===== config.mk =====
export PLATFORM = sky130hd
export DESIGN_NAME = cpu_ctrl
export DESIGN_NICKNAME = d
export VERILOG_FILES = /design/src/rtl/cpu_ctrl.sv
export SDC_FILE = /design/constraint.sdc
export NUM_CORES = 1
export LEC_CHECK = 0
export BUFFER_PORTS_ARGS = -buffer_cell sky130_fd_sc_hd__buf_2
export CORE_ASPECT_RATIO = 0.5
export CORE_UTILIZATION = 45
export DETAILED_ROUTE_END_ITERATION = 16
export PLACE_DENSITY = 0.74
export SKIP_CTS_REPAIR_TIMING = 1
export SKIP_LAST_GASP = 1
export SYNTH_ARGS = -nofsm -noshare
export SYNTH_HDL_FRONTEND = slang
export SYNTH_SLANG_ARGS = --single-unit

===== constraint.sdc =====
create_clock -name clk -period 2.5 [get_ports clk]
set_input_delay 0.125 -clock clk [delete_from_list [all_inputs] [get_ports clk]]
set_output_delay 0.125 -clock clk [all_outputs]
set_load 0.05 [all_outputs]

===== src/rtl/cpu_ctrl.sv =====
// Eight-cycle instruction sequencer for the simple RISC CPU.
// Drives the IR, PC, ACC and memory strobes. Also handles HLT and keeps a retired-instruction counter.
//
// state  | meaning
// S0     | fetch high instruction byte (rd, load_ir)
// S1     | fetch low instruction byte (rd, load_ir, inc_pc)
// S2     | idle, opcode becomes valid
// S3     | inc_pc, sample zero flag, branch to HALTED on HLT
// S4     | operand phase: ALU read / STO drive / JMP load
// S5     | execute: ACC load, memory write, JMP load, SKZ skip
// S6     | STO bus hold, SKZ second skip increment
// S7     | idle, instruction retires on exit
// HALTED | halt held until resume
module cpu_ctrl #(
  parameter int CNT_W = 16
) (
  input  logic             clk,
  input  logic             rst_n,
  input  logic             ena,
  input  logic [2:0]       opcode,
  input  logic             zero,
  input  logic             resume,
  output logic             load_ir,
  output logic             inc_pc,
  output logic             load_pc,
  output logic             load_acc,
  output logic             rd,
  output logic             wr,
  output logic             datactl_ena,
  output logic             halt,
  output logic [3:0]       state,
  output logic [CNT_W-1:0] ret_cnt
);

  typedef enum logic [3:0] {
    S0     = 4'd0,
    S1     = 4'd1,
    S2     = 4'd2,
    S3     = 4'd3,
    S4     = 4'd4,
    S5     = 4'd5,
    S6     = 4'd6,
    S7     = 4'd7,
    HALTED = 4'd8
  } state_e;

  localparam logic [2:0] OP_HLT = 3'b000;
  localparam logic [2:0] OP_SKZ = 3'b001;
  localparam logic [2:0] OP_ADD = 3'b010;
  localparam logic [2:0] OP_AND = 3'b011;
  localparam logic [2:0] OP_XOR = 3'b100;
  localparam logic [2:0] OP_LDA = 3'b101;
  localparam logic [2:0] OP_STO = 3'b110;
  localparam logic [2:0] OP_JMP = 3'b111;

  // Strobe vector order: load_ir, inc_pc, load_pc, load_acc, rd, wr, datactl_ena, halt
  typedef struct packed {
    logic load_ir;
    logic inc_pc;
    logic load_pc;
    logic load_acc;
    logic rd;
    logic wr;
    logic datactl_ena;
    logic halt;
  } strobe_t;

  state_e           state_q, state_d;
  logic             parked_q, parked_d;
  logic             zero_q, zero_d;
  logic [CNT_W-1:0] cnt_q, cnt_d;
  strobe_t          stb_q, stb_d;

  function automatic strobe_t decode(input state_e st, input logic [2:0] op, input logic z);
    strobe_t s;
    logic    alu;
    logic    skz_taken;
    s         = '0;
    alu       = (op == OP_ADD) || (op == OP_AND) || (op == OP_XOR) || (op == OP_LDA);
    skz_taken = (op == OP_SKZ) && z;
    case (st)
      S0: begin
        s.rd      = 1'b1;
        s.load_ir = 1'b1;
      end
      S1: begin
        s.rd      = 1'b1;
        s.load_ir = 1'b1;
        s.inc_pc  = 1'b1;
      end
      S3: s.inc_pc = 1'b1;
      S4: begin
        s.rd          = alu;
        s.datactl_ena = (op == OP_STO);
        s.load_pc     = (op == OP_JMP);
      end
      S5: begin
        s.rd          = alu;
        s.load_acc    = alu;
        s.datactl_ena = (op == OP_STO);
        s.wr          = (op == OP_STO);
        s.load_pc     = (op == OP_JMP);
        s.inc_pc      = skz_taken;
      end
      S6: begin
        s.datactl_ena = (op == OP_STO);
        s.inc_pc      = skz_taken;
      end
      HALTED: s.halt = 1'b1;
      default: s = '0;
    endcase
    return s;
  endfunction

  always_comb begin
    state_d  = state_q;
    parked_d = parked_q;
    zero_d   = zero_q;
    cnt_d    = cnt_q;
    stb_d    = '0;
    if (state_q == HALTED) begin
      if (resume) begin
        state_d  = S0;
        parked_d = 1'b0;
      end
    end else if (!ena) begin
      state_d  = S0;
      parked_d = 1'b1;
    end else if (parked_q) begin
      // Parked S0 shows no strobes; the first enabled edge starts the real S0 fetch.
      state_d  = S0;
      parked_d = 1'b0;
    end else begin
      case (state_q)
        S3: begin
          zero_d = zero;
          if (opcode == OP_HLT) begin
            state_d = HALTED;
            cnt_d   = cnt_q + CNT_W'(1);
          end else begin
            state_d = S4;
          end
        end
        S7: begin
          state_d = S0;
          cnt_d   = cnt_q + CNT_W'(1);
        end
        default: state_d = state_e'(state_q + 4'd1);
      endcase
    end
    if ((state_q == HALTED) || ena) begin
      stb_d = decode(state_d, opcode, zero_d);
    end
  end

  always_ff @(posedge clk or negedge rst_n) begin
    if (!rst_n) begin
      state_q  <= S0;
      parked_q <= 1'b1;
      zero_q   <= 1'b0;
      cnt_q    <= '0;
      stb_q    <= '0;
    end else begin
      state_q  <= state_d;
      parked_q <= parked_d;
      zero_q   <= zero_d;
      cnt_q    <= cnt_d;
      stb_q    <= stb_d;
    end
  end

  assign load_ir     = stb_q.load_ir;
  assign inc_pc      = stb_q.inc_pc;
  assign load_pc     = stb_q.load_pc;
  assign load_acc    = stb_q.load_acc;
  assign rd          = stb_q.rd;
  assign wr          = stb_q.wr;
  assign datactl_ena = stb_q.datactl_ena;
  assign halt        = stb_q.halt;
  assign state       = state_q;
  assign ret_cnt     = cnt_q;

endmodule


# Word-level counts from Yosys, hierarchy flattened
# Index checks and enable logic that the tools add are counted.
# op_classes
addsub,2
eq_ne,18
muxes,24
n_bitwise,2
n_reduce_logical,14
# op_table
operator,n
16-bit one-hot mux with 2 select lines,1
4-bit two-way mux,5
16-bit by 1-bit adder with 16-bit output (second input constant),1
4-bit by 3-bit equality test with 1-bit output (second input constant),4
16-bit two-way mux,1
1-bit two-way mux,13
3-bit equality test (second input constant),4
4-bit by 2-bit equality test with 1-bit output (second input constant),2
4-bit equality test (second input constant),2
8-bit two-way mux,1
4-bit one-hot mux with 2 select lines,1
2-bit OR reduction,4
3-bit by 2-bit equality test with 1-bit output (second input constant),2
5-bit AND reduction,1
4-bit by 1-bit adder with 4-bit output (second input constant),1
4-bit by 1-bit equality test with 1-bit output (second input constant),1
4-bit zero test,1
1-bit logical OR,4
2-bit != test (second input constant),2
1-bit one-hot mux with 2 select lines,2
3-bit by 1-bit equality test with 1-bit output (second input constant),1
3-bit zero test,1
3-bit OR reduction,1
1-bit inverter,2
2 further kinds,2
# word_totals
ff_bits,30
input_bits,8
output_inout_bits,28
wordCells,72

# Longest topological paths before layout
# depth
word_depth,10
mapped_depth,8
mapped_depth_nobuf,8

# Least setup slack after synthesis
# No wires, ideal clock.
# synth_timing
path_type,reg-to-reg
from,"register state_q[0], in the netlist state[0]"
to,register stb_q (netlist bit wr)
setup_time_ps,80
arrival_ps,1964
t_required_ps,2420
setup_slack_ps,456
path_stages_with_launch,8
n_path_buf,0
synth_period_minus_slack_ps,2044
cell_sequence,dfrtp_1 inv_1 ha_1 nand3b_4 and2_4 o311ai_2 or3_1 nor3b_2
# synth_rtl
item,line,source
from (decl),68,"state_e state_q, state_d;"
from (signal assigned),164,state_q <= state_d;
to (signal assigned),168,stb_q <= stb_d;
to (decl),72,"strobe_t stb_q, stb_d;"

==> flow_summary.json <==
{
  "run_status": "finished clean",
  "endpoint_kind": "register",
  "post_place_instance_area_um2": 1650,
  "clock_latency_ns": 0.28,
  "final_common_cell": "sky130_fd_sc_hd__buf_2",
  "synth-warning-count": 0,
  "final.min_clock_period_ns": 1.87,
  "drcViolationCount": 0,
  "slew_limit_fails": 0,
  "clock_tree_from_tritoncts": "done",
  "crit_arrival_ns": 2.06,
  "initial_core_util_pct": 47.4,
  "pwr_per_cell_area_nw_per_um2": 554,
  "unrepaired_setup_endpoints_after_global_routing": "no",
  "post-route-period-util_pct": 74.8,
  "place.port_buffers": 35,
  "grt_antenna_before_repair": 0,
  "vdd.ir_drop.worst_uv": 347,
  "fin_tns_setup_ns": 0,
  "detailedRoute.firstIterationViolations": 60,
  "synth_top_area_cell": "sky130_fd_sc_hd__dfrtp_1",
  "overflow": 0,
  "hold_path.class": "input port to register",
  "clock_path_buffers": 2,
  "drv.max_cap_violation_count": 0,
  "ioPinCount": 36,
  "synth.net_count": 132,
  "slew_headroom_pct": 56.5,
  "tightestPinTransition_ns": 0.652,
  "grt_util_all_layers_pct": 17.7,
  "post_route_design_area_um2": 1750,
  "first_pass_grt_wire_length_um": 4370,
  "worst-path-max-fanout": 6,
  "area.growth.synth_to_final_pct": 22.9,
  "chipWidth_um": 81.7,
  "cts-htree-levels": 2,
  "finalHoldViolations": 0,
  "cellLeakagePower_nw": 0.935,
  "chipHeight_um": 41.8,
  "vias": 1029,
  "finalWeightedCongestion": 0.784,
  "clock_sinks": 30,
  "worstSetupPathType": "register to register",
  "commonest_non_fill_non_tap_cells_in_the_layout": "sky130_fd_sc_hd__buf_2 (35), sky130_fd_sc_hd__dfrtp_1 (29), sky130_fd_sc_hd__xnor2_1 (12)",
  "synth.top_cells.by_area": "sky130_fd_sc_hd__dfrtp_1 (51%), sky130_fd_sc_hd__xnor2_1 (7.4%), sky130_fd_sc_hd__mux2_2 (3.2%), sky130_fd_sc_hd__xor2_1 (3.1%), sky130_fd_sc_hd__nand3_1 (2.8%)",
  "synth.yosys.seq_area_share_pct": 52.7,
  "clk_pin_slew_ns": 0.07,
  "yosys_register_bits": 30,
  "clock_skew_ns": 0.00618,
  "wirelength_um": 2680,
  "core-area_um2": 3010,
  "setup_viol": 0,
  "fmax_ghz": 0.535,
  "cts_root_buf": "sky130_fd_sc_hd__clkbuf_8",
  "number_of_cell_rows": 14,
  "fin_worst_hold_slack_ns": 0.0924,
  "timing.reg2reg.worst_path_depth": 7,
  "synth.cell_area_um2": 1430,
  "grt_start_max_net_pins": 31,
  "synth_top_area_share_pct": 50.8,
  "timing.critical_path.from_type": "register",
  "antenna_violation_net_count_after_detailed_routing": 0,
  "half_perimeter_wire_length_of_the_detailed_placement_result_um": 1960,
  "timing.critical_path.required_ns": 2.69,
  "synth_cell_type_count": 36,
  "post_route_cells_drive_above_1_share_pct": 35.2,
  "wl_per_cell_um": 13.1,
  "first_global_vias": 947,
  "dieArea_um2": 3420,
  "drt_pre_antenna_iters": 4,
  "antenna-diode-count": 0,
  "cts_buffer_count": 5,
  "viasPerCell": 5.02,
  "worst_hold_path.num_cells": 2,
  "finish.net_count": 175,
  "postSynthCellCount": 121,
  "postSynthAreaPerCell_um2": 11.8,
  "utilization_pct": 58.2
}
==> cells in the mapped netlist (all sizes together) <==
| master | n |
|---|---|
| a21oi | 2 |
| nand2 | 10 |
| ha | 3 |
| and2 | 1 |
| nand4 | 3 |
| or3 | 2 |
| xnor2 | 12 |
| xor2 | 5 |
| nor4 | 1 |
| dfrtp | 29 |
| nand3b | 3 |
| nor3b | 3 |
| dfstp | 1 |
| nor2b | 1 |
| o311ai | 1 |
| and4 | 2 |
| a31oi | 1 |
| a31o | 1 |
| o2111ai | 1 |
| nand4b | 1 |
| mux2i | 1 |
| inv | 6 |
| nand3 | 8 |
| nor3 | 4 |
| a21bo | 1 |
| and3 | 3 |
| nor4b | 1 |
| nor2 | 6 |
| a21o | 2 |
| and2b | 1 |
| o31ai | 1 |
| mux2 | 4 |
==> layout make-up <==
| type | count | area [µm²] |
|---|---|---|
| multi-input cells | 85 | 653 |
| inverters | 6 | 22.5 |
| clock buffers | 7 | 86.3 |
| fillers | 268 | 1260 |
| well taps | 40 | 50.0 |
| flip-flops and latches | 30 | 752 |
| clock inverters | 1 | 5.00 |
| repair buffers | 36 | 185 |
==> per-layer routing <==
metal	part of all wire (%)	up-vias	global-route usage (%)
li1	-	516	-
met1	46	486	23.9
met2	49	22	26.7
met3	3.9	5	5.93
met4	1.3	0	6.32
met5	0	-	0
==> kinds of logic (layout without fill, tap and decap cells) <==
kind of cell | Yosys count | in the layout | share of synthesized area, %
simple gates | 50 | 50 | 22.3
flops | 30 | 30 | 52.7
xor+xnor | 17 | 17 | 10.4
compound gates | 10 | 10 | 6.57
buf+inv | 6 | 50 | 1.58
mux | 5 | 5 | 3.86
fa+ha+maj | 3 | 3 | 2.63
==> per-stage QoR <==
step           worst slack (ns)  total power [W]  cells
2_1_floorplan             0.456         0.000555    121
6_report                  0.631         0.000972    205
4_1_cts                   0.642         0.000980    204
5_1_grt                   0.532          0.00101    205
3_3_place_gp              0.744         0.000584    196
3_5_place_dp              0.677         0.000585    196
==> worst max-delay path: stages (launching register included) <==
cell and delay, ns:
sky130_fd_sc_hd__dfrtp_1 0.39, sky130_fd_sc_hd__inv_1 0.09, sky130_fd_sc_hd__ha_1 0.23, sky130_fd_sc_hd__nand3b_4 0.11
sky130_fd_sc_hd__and2_4 0.18, sky130_fd_sc_hd__o311ai_2 0.15, sky130_fd_sc_hd__or3_1 0.43, sky130_fd_sc_hd__nor3b_2 0.20
==> power by group <==
group,internal (W),total [W],switching [W],leakage [nW]
logic,0.0000247,0.0000784,0.0000537,0.478
registers,0.000494,0.000499,0.00000434,0.409
clock network,0.000222,0.000395,0.000174,0.0482
==> flip-flops by register name, summed over array words and instances (netlist names) <==
| name | count |
|---|---|
| zero_q | 1 |
| datactl_ena | 1 |
| load_pc | 1 |
| parked_q | 1 |
| inc_pc | 1 |
| ret_cnt | 16 |
| load_acc | 1 |
| state | 4 |
| load_ir | 1 |
| rd | 1 |
| wr | 1 |
| halt | 1 |
==> worst paths after layout <==
kind                             start           to  slack [ns]
max                           state[0]           wr        0.63
min                               zero       zero_q        0.09
max reg2reg                   state[0]           wr        0.63
min reg2reg                ret_cnt[15]  ret_cnt[15]        0.47
max in group asynchronous        rst_n     load_acc        1.65
min in group asynchronous        rst_n  ret_cnt[12]        0.42
Power figures use the tool's default switching activity.
